$ cat src/rtl/decode_pkg.sv
// Shared definitions for the decode stage.
// Holds opcode constants, instruction field bit positions, the bubble
// encoding, the FSM state type and a sign-extension helper.
package decode_pkg;

    localparam logic [5:0] OP_LOAD  = 6'b001001;
    localparam logic [5:0] OP_STORE = 6'b001000;
    localparam logic [2:0] RR_CLASS = 3'b000;

    // Instruction field bit positions
    localparam int OP_HI  = 31;
    localparam int OP_LO  = 26;
    localparam int CLS_LO = 29;
    localparam int RD_HI  = 25;
    localparam int RD_LO  = 21;
    localparam int RS_HI  = 20;
    localparam int RS_LO  = 16;
    localparam int RT_HI  = 15;
    localparam int RT_LO  = 11;
    localparam int IMM_HI = 15;
    localparam int IMM_LO = 0;

    localparam logic [31:0] BUBBLE_IR = 32'h0;

    typedef enum logic [1:0] {
        ST_FILL  = 2'd0,
        ST_RUN   = 2'd1,
        ST_STALL = 2'd2
    } state_t;

    function automatic logic [31:0] sext16(input logic [15:0] v);
        return {{16{v[15]}}, v};
    endfunction

endpackage

$ cat src/rtl/regfile_2r1w.sv
// 32x32 register file, two combinational read ports, one write port.
// Ports:
//   clk                  - clock, write on posedge
//   rd_addr_a/rd_addr_b  - read addresses
//   rd_data_a/rd_data_b  - read data (r0 reads 0, same-cycle write bypassed)
//   wr_en/wr_addr/wr_data - write port; writes to r0 are dropped
// Contents are deliberately not reset.
module regfile_2r1w (
    input  logic        clk,
    input  logic [4:0]  rd_addr_a,
    input  logic [4:0]  rd_addr_b,
    output logic [31:0] rd_data_a,
    output logic [31:0] rd_data_b,
    input  logic        wr_en,
    input  logic [4:0]  wr_addr,
    input  logic [31:0] wr_data
);

    logic [31:0] mem [32];

    always_ff @(posedge clk) begin
        if (wr_en && wr_addr != 5'd0) begin
            mem[wr_addr] <= wr_data;
        end
    end

    // r0 check comes first so a write-back aimed at r0 is never forwarded.
    assign rd_data_a = (rd_addr_a == 5'd0)                  ? 32'h0   :
                       (wr_en && wr_addr == rd_addr_a)      ? wr_data : mem[rd_addr_a];
    assign rd_data_b = (rd_addr_b == 5'd0)                  ? 32'h0   :
                       (wr_en && wr_addr == rd_addr_b)      ? wr_data : mem[rd_addr_b];

endmodule

$ cat src/rtl/decode.sv
// Decode stage: IF/ID latch, register read, hazard scoreboard, ID/EX outputs.
// Ports:
//   clk, reset (sync, active-low)
//   IR_F, NPC_F       - instruction / next-PC from fetch
//   Flush_D           - squash the instruction held in decode
//   WB_en/WB_rd/WB_data - register write-back (bypassed into reads)
//   Stall_D           - combinational hold request to fetch
//   IR_D, NPC_D, A_D, B_D, Imm_D, Valid_D - registered ID/EX outputs
//
// state    | meaning
// ST_FILL  | two post-reset cycles of bubbles; latch loads on the second
// ST_RUN   | issue latched instruction each cycle
// ST_STALL | source hazard against EX/MEM dest; hold latch, issue bubbles
module decode
    import decode_pkg::*;
(
    input  logic        clk,
    input  logic        reset,
    input  logic [31:0] IR_F,
    input  logic [31:0] NPC_F,
    input  logic        Flush_D,
    input  logic        WB_en,
    input  logic [4:0]  WB_rd,
    input  logic [31:0] WB_data,
    output logic        Stall_D,
    output logic [31:0] IR_D,
    output logic [31:0] NPC_D,
    output logic [31:0] A_D,
    output logic [31:0] B_D,
    output logic [31:0] Imm_D,
    output logic        Valid_D
);

    state_t      state;
    logic        fill_cnt;
    logic [31:0] lat_ir;
    logic [31:0] lat_npc;
    logic        lat_valid;

    // Scoreboard: index 0 = EX, index 1 = MEM
    logic [1:0]  sb_valid;
    logic [4:0]  sb_dest_ex;
    logic [4:0]  sb_dest_mem;

    logic [5:0]  op;
    logic        is_load, is_store, is_rr;
    logic        has_dest, uses_s1, uses_s2;
    logic [4:0]  f_rd, f_rs, f_rt, src_b;
    logic [4:0]  rd_addr_a, rd_addr_b;
    logic [31:0] rd_data_a, rd_data_b;
    logic        hazard;

    function automatic logic sb_hit(input logic [4:0] r, input logic [1:0] v,
                                    input logic [4:0] d_ex, input logic [4:0] d_mem);
        return (r != 5'd0) && ((v[0] && d_ex == r) || (v[1] && d_mem == r));
    endfunction

    always_comb begin
        op        = lat_ir[OP_HI:OP_LO];
        is_load   = (op == OP_LOAD);
        is_store  = (op == OP_STORE);
        is_rr     = (lat_ir[OP_HI:CLS_LO] == RR_CLASS);
        f_rd      = lat_ir[RD_HI:RD_LO];
        f_rs      = lat_ir[RS_HI:RS_LO];
        f_rt      = lat_ir[RT_HI:RT_LO];
        has_dest  = is_load | is_rr;
        uses_s1   = is_load | is_store | is_rr;
        uses_s2   = is_store | is_rr;
        src_b     = is_store ? f_rd : f_rt;
        rd_addr_a = is_store ? f_rd : f_rs;
        rd_addr_b = is_rr    ? f_rt : f_rs;
        hazard    = lat_valid &&
                    ((uses_s1 && sb_hit(f_rs,  sb_valid, sb_dest_ex, sb_dest_mem)) ||
                     (uses_s2 && sb_hit(src_b, sb_valid, sb_dest_ex, sb_dest_mem)));
    end

    // A flush overrides any pending hazard.
    assign Stall_D = hazard && !Flush_D;

    regfile_2r1w u_regfile (
        .clk       (clk),
        .rd_addr_a (rd_addr_a),
        .rd_addr_b (rd_addr_b),
        .rd_data_a (rd_data_a),
        .rd_data_b (rd_data_b),
        .wr_en     (WB_en),
        .wr_addr   (WB_rd),
        .wr_data   (WB_data)
    );

    always_ff @(posedge clk) begin
        if (!reset) begin
            state       <= ST_FILL;
            fill_cnt    <= 1'b0;
            lat_ir      <= BUBBLE_IR;
            lat_npc     <= 32'h0;
            lat_valid   <= 1'b0;
            sb_valid    <= 2'b00;
            sb_dest_ex  <= 5'd0;
            sb_dest_mem <= 5'd0;
            IR_D        <= BUBBLE_IR;
            NPC_D       <= 32'h0;
            A_D         <= 32'h0;
            B_D         <= 32'h0;
            Imm_D       <= 32'h0;
            Valid_D     <= 1'b0;
        end else begin
            // Default every cycle: issue a bubble (NPC_D holds) and shift
            // the scoreboard with an invalid EX entry.
            IR_D        <= BUBBLE_IR;
            A_D         <= 32'h0;
            B_D         <= 32'h0;
            Imm_D       <= 32'h0;
            Valid_D     <= 1'b0;
            sb_valid[1] <= sb_valid[0];
            sb_dest_mem <= sb_dest_ex;
            sb_valid[0] <= 1'b0;

            if (Flush_D) begin
                lat_valid <= 1'b0;
                state     <= ST_RUN;
            end else begin
                case (state)
                    ST_FILL: begin
                        fill_cnt <= 1'b1;
                        if (fill_cnt) begin
                            lat_ir    <= IR_F;
                            lat_npc   <= NPC_F;
                            lat_valid <= 1'b1;
                            state     <= ST_RUN;
                        end
                    end
                    default: begin
                        if (hazard) begin
                            state <= ST_STALL;
                        end else begin
                            state <= ST_RUN;
                            if (lat_valid) begin
                                IR_D    <= lat_ir;
                                NPC_D   <= lat_npc;
                                A_D     <= rd_data_a;
                                B_D     <= uses_s2 ? rd_data_b : 32'h0;
                                Imm_D   <= sext16(lat_ir[IMM_HI:IMM_LO]);
                                Valid_D <= 1'b1;
                            end
                            sb_valid[0] <= lat_valid & has_dest;
                            sb_dest_ex  <= f_rd;
                            lat_ir      <= IR_F;
                            lat_npc     <= NPC_F;
                            lat_valid   <= 1'b1;
                        end
                    end
                endcase
            end
        end
    end

endmodule

$ cat config.mk
export PLATFORM = sky130hd
export DESIGN_NAME = decode
export DESIGN_NICKNAME = d
export VERILOG_FILES = /design/src/rtl/decode_pkg.sv /design/src/rtl/regfile_2r1w.sv /design/src/rtl/decode.sv
export SDC_FILE = /design/constraint.sdc
export NUM_CORES = 2
export LEC_CHECK = 0
export ABC_CLOCK_PERIOD_IN_PS = 8500
export BUFFER_PORTS_ARGS = -buffer_cell sky130_fd_sc_hd__buf_2
export CAP_MARGIN = 20
export CORE_ASPECT_RATIO = 0.9
export CORE_UTILIZATION = 53
export DETAILED_ROUTE_END_ITERATION = 6
export PLACE_DENSITY = 0.72
export SLEW_MARGIN = 20
export SYNTH_ARGS = -nofsm -noshare
export SYNTH_HDL_FRONTEND = slang
export SYNTH_SLANG_ARGS = --single-unit
$ cat constraint.sdc
create_clock -name clk -period 8.5 [get_ports clk]
set_clock_uncertainty 0.15 [all_clocks]
set_input_delay 1.7 -clock clk [delete_from_list [all_inputs] [get_ports clk]]
set_output_delay 1.7 -clock clk [all_outputs]
set_load 0.03 [all_outputs]
==> metrics.md <==
| Metric | Value |
|---|---|
| ANT nets after route | `0` |
| Cts bufs inserted | `117` |
| Starting Density | `0.536` |
| R2R depth | `8` |
| I/O Pins | `267` |
| Final Instance Area | `63,500 um^2` |
| Clock transition at path regs | `0.06 ns` |
| Maximum capacitance violations | `0` |
| Switching power of the nets | `3.58 mW` |
| Sequential share of the synthesized area | `0.616` |
| Reg-to-reg slack, setup | `3.26 ns` |
| Non-Filler Instances | `6,307` |
| Top cells by count, synth | `nand2_1, edfxtp_1, nand3_1, clkbuf_1, mux2i_1` |
| FILL cells | `8,131` |
| Rows | `113` |
| Die X | `347 um` |
| Worst hold path type | `reg -> reg` |
| Hold path start | `lat_ir[8]` |
| Post-Synthesis Cell Area | `56,700 um^2` |
| Vias in the first global route | `40,400` |
| Final TNS setup | `0 ns` |
| Hold Buf Count CTS | `0` |
| Slew margin rel. | `0.186` |
| Fmax | `163 MHz` |
| Critical path buffer and inverter count | `1` |
| CP cell instances | `nor2_1, and3_1, o21ai_0, a2111oi_0, a41o_1, nand2b_1, nand2_1, nor2_1, buf_2` |
| Setup Buffers After CTS | `0` |
| Final wirelength | `195 mm` |
| Post-synthesis register bit count | `1,233` |
| Crit-path max FO | `17` |
| Pwr dens | `220 nW/um^2` |
| Crit-path slowest cell | `and3_1` |
| Routed vias | `43,300` |
| Syn Inst Count | `4,693` |
| Post-route clock period utilization | `0.720` |
| Placement Setup Slack | `3.24 ns` |
| Syn avg cell area | `12.1 um^2` |
| CP most frequent cell | `nor2_1` |
| Yosys cell types | `78` |
| # resized after CTS | `0` |
| Clk pwr share | `0.395` |
| Worst path top cell family by delay | `simple AND/OR/NAND/NOR gates` |
| FF-to-FF Start | `lat_ir[31]` |
| Die Height | `312 um` |
| Sw Ratio | `0.256` |
| Die area | `108,000 um^2` |
| CP peak stage delay | `0.76 ns` |
| Post-synth EDFFs | `1,024` |
| CTS Buffer Depth | `3` |
| Dominant cells by area after synthesis | `edfxtp_1, nand2_1, dfxtp_1, mux4_2, mux2i_1` |
| Inst Count DP | `6,075` |
| Top FF cell, synth | `edfxtp_1` |
| Internal power | `10.4 mW` |
| Remaining Overflow, GRT | `0` |
| Reg power frac | `0.480` |
| # setup viols final | `0` |
| Post-Place Cell Area | `59,500 um^2` |
| Share of layout cells above drive strength 1 | `0.166` |
| Comb power frac | `0.125` |
| Core Area | `106,000 um^2` |
| Async set-or-reset flop fraction in the synthesized netlist | `0` |
| Final Hold Viols | `0` |
| Clock sinks | `1,233` |
| WHS Path Cells | `2` |
| RSZ-0062 raised after global routing | `no` |
| Crit path DAT | `4.27 ns` |
| Clock root cell | `clkbuf_16` |
| Area delta synth->final | `12.0%` |
| CTS H-tree lvls | `3` |
| I/O Buffers | `266` |
| Failing checks | `design-rule violations` |
| Largest net degree at the start of global routing | `155` |
| Hold_ws | `0.303 ns` |
| Critical Path Start | `lat_ir[31]` |
| Antenna violations before repair | `22` |
| Number of nets in the layout | `4,919` |
| Via density | `6.87` |
| GRT Resource Usage Total | `0.352` |
| CTS tree | `yes` |
| Worst setup SP type | `flip-flop` |
| Drt initial violations | `7,310` |
| Routability cong. | `0.927` |
| Worst vdd ir | `0.244 mV` |
| Min Tclk post-route | `6.12 ns` |
| Yosys warns | `0` |
| Clock latency on the worst-skew pair | `0.75 ns` |
| DP HPWL | `109 mm` |
| # DRC | `8` |
| Setup ws final | `2.38 ns` |
| WP data required | `6.65 ns` |
| First-pass GRT wire length | `277 mm` |
| Critical path class | `reg -> out` |
| Status | `finished, violations left` |
| Synth area leader | `edfxtp_1` |
| Leak Pwr | `23.1 nW` |
| Slew @ Worst Pin | `1.21 ns` |
| Top cell type's share of synthesized area | `0.542` |
| Worst setup EP type | `output pin` |
| Most instantiated library cell after synthesis | `nand2_1` |
| Worst r2r dst | `A_D[0]` |
| Max-slew violations | `0` |
| Drt wl/cell | `30.9 um` |
| WHS Endpoint | `lat_ir[8]` |
| Pre-antenna DRT Iters | `7` |
## state kept, by name, indices dropped and copies added, names as in the netlist, 2 cells and up
name,flops
lat_ir,32
IR_D,32
u_regfile.mem,1024
sb_dest_ex,5
state,2
sb_valid,2
B_D,32
sb_dest_mem,5
lat_npc,32
A_D,32
NPC_D,32
## cell families after synthesis
family / share of synthesized area
xor gates and xnor gates: 0.00278
DFF: 0.616
AOI/OAI and AO/OA: 0.102
and+or+nand+nor: 0.142
buffers and inverters: 0.0348
other: 0.0000661
muxes: 0.102
## worst max-delay path by stage
stage | to | slack [ns] | depth (start not counted)
after global placement | Stall_D | 3.24 | 9
after global routing | Stall_D | 2.01 | 9
final | Stall_D | 2.38 | 9
after CTS | Stall_D | 2.46 | 9
after detailed placement | Stall_D | 3.24 | 9
after floorplan | u_regfile.mem[20][0] | 3.83 | 5
## power by group through the flow
stage	Combinational (mW)	Sequential (mW)	Clock (mW)
after global routing	1.81	6.71	5.74
after CTS	1.68	6.70	5.50
after floorplan	1.05	6.80	0
after detailed placement	1.67	6.83	0
final	1.75	6.70	5.51
after global placement	1.65	6.82	0
## per-layer routing
| layer | global-route usage | share of wire | vias to the layer above |
|---|---|---|---|
| met5 | 0 | 0.00034 | - |
| met4 | 0.182 | 0.059 | 12 |
| met3 | 0.109 | 0.16 | 782 |
| met2 | 0.526 | 0.44 | 3756 |
| met1 | 0.465 | 0.34 | 20900 |
| li1 | - | - | 17900 |
## final cells by class
type	instances	area (um^2)	share of cell area
tap	1380	1730	0.0272
sequential	1233	34900	0.550
clock buffer	175	3440	0.0541
antenna	10	25.0	0.000394
inverter	44	165	0.00260
multi-input combinational	3048	20500	0.322
clock inverter	47	598	0.00941
timing repair buffer	370	2160	0.0341
## per-stage QoR
stage	util	power (mW)
CTS	0.601	13.9
global route	0.601	14.3
global placement	0.562	8.47
floorplan	-	7.85
detailed placement	0.562	8.49
finish	0.601	14.0
## placed cells by master, fill, tap and decap left out, drive strengths merged, types with 76 or more instances in the layout
cell       n
buf      370
a21oi    176
dfxtp    209
a32oi     82
clkbuf   175
nand2   1220
a32o      76
edfxtp  1024
nand3    365
mux2i    240
mux4     149
## worst reg2reg max path, delay by kind of cell (launching register included)
family,cells,cell delay (ns)
and+or+nand+nor,4,3.26
AOI/OAI and AO/OA,4,1.33
DFF,1,0.39
(Power assumes the default switching activity.)
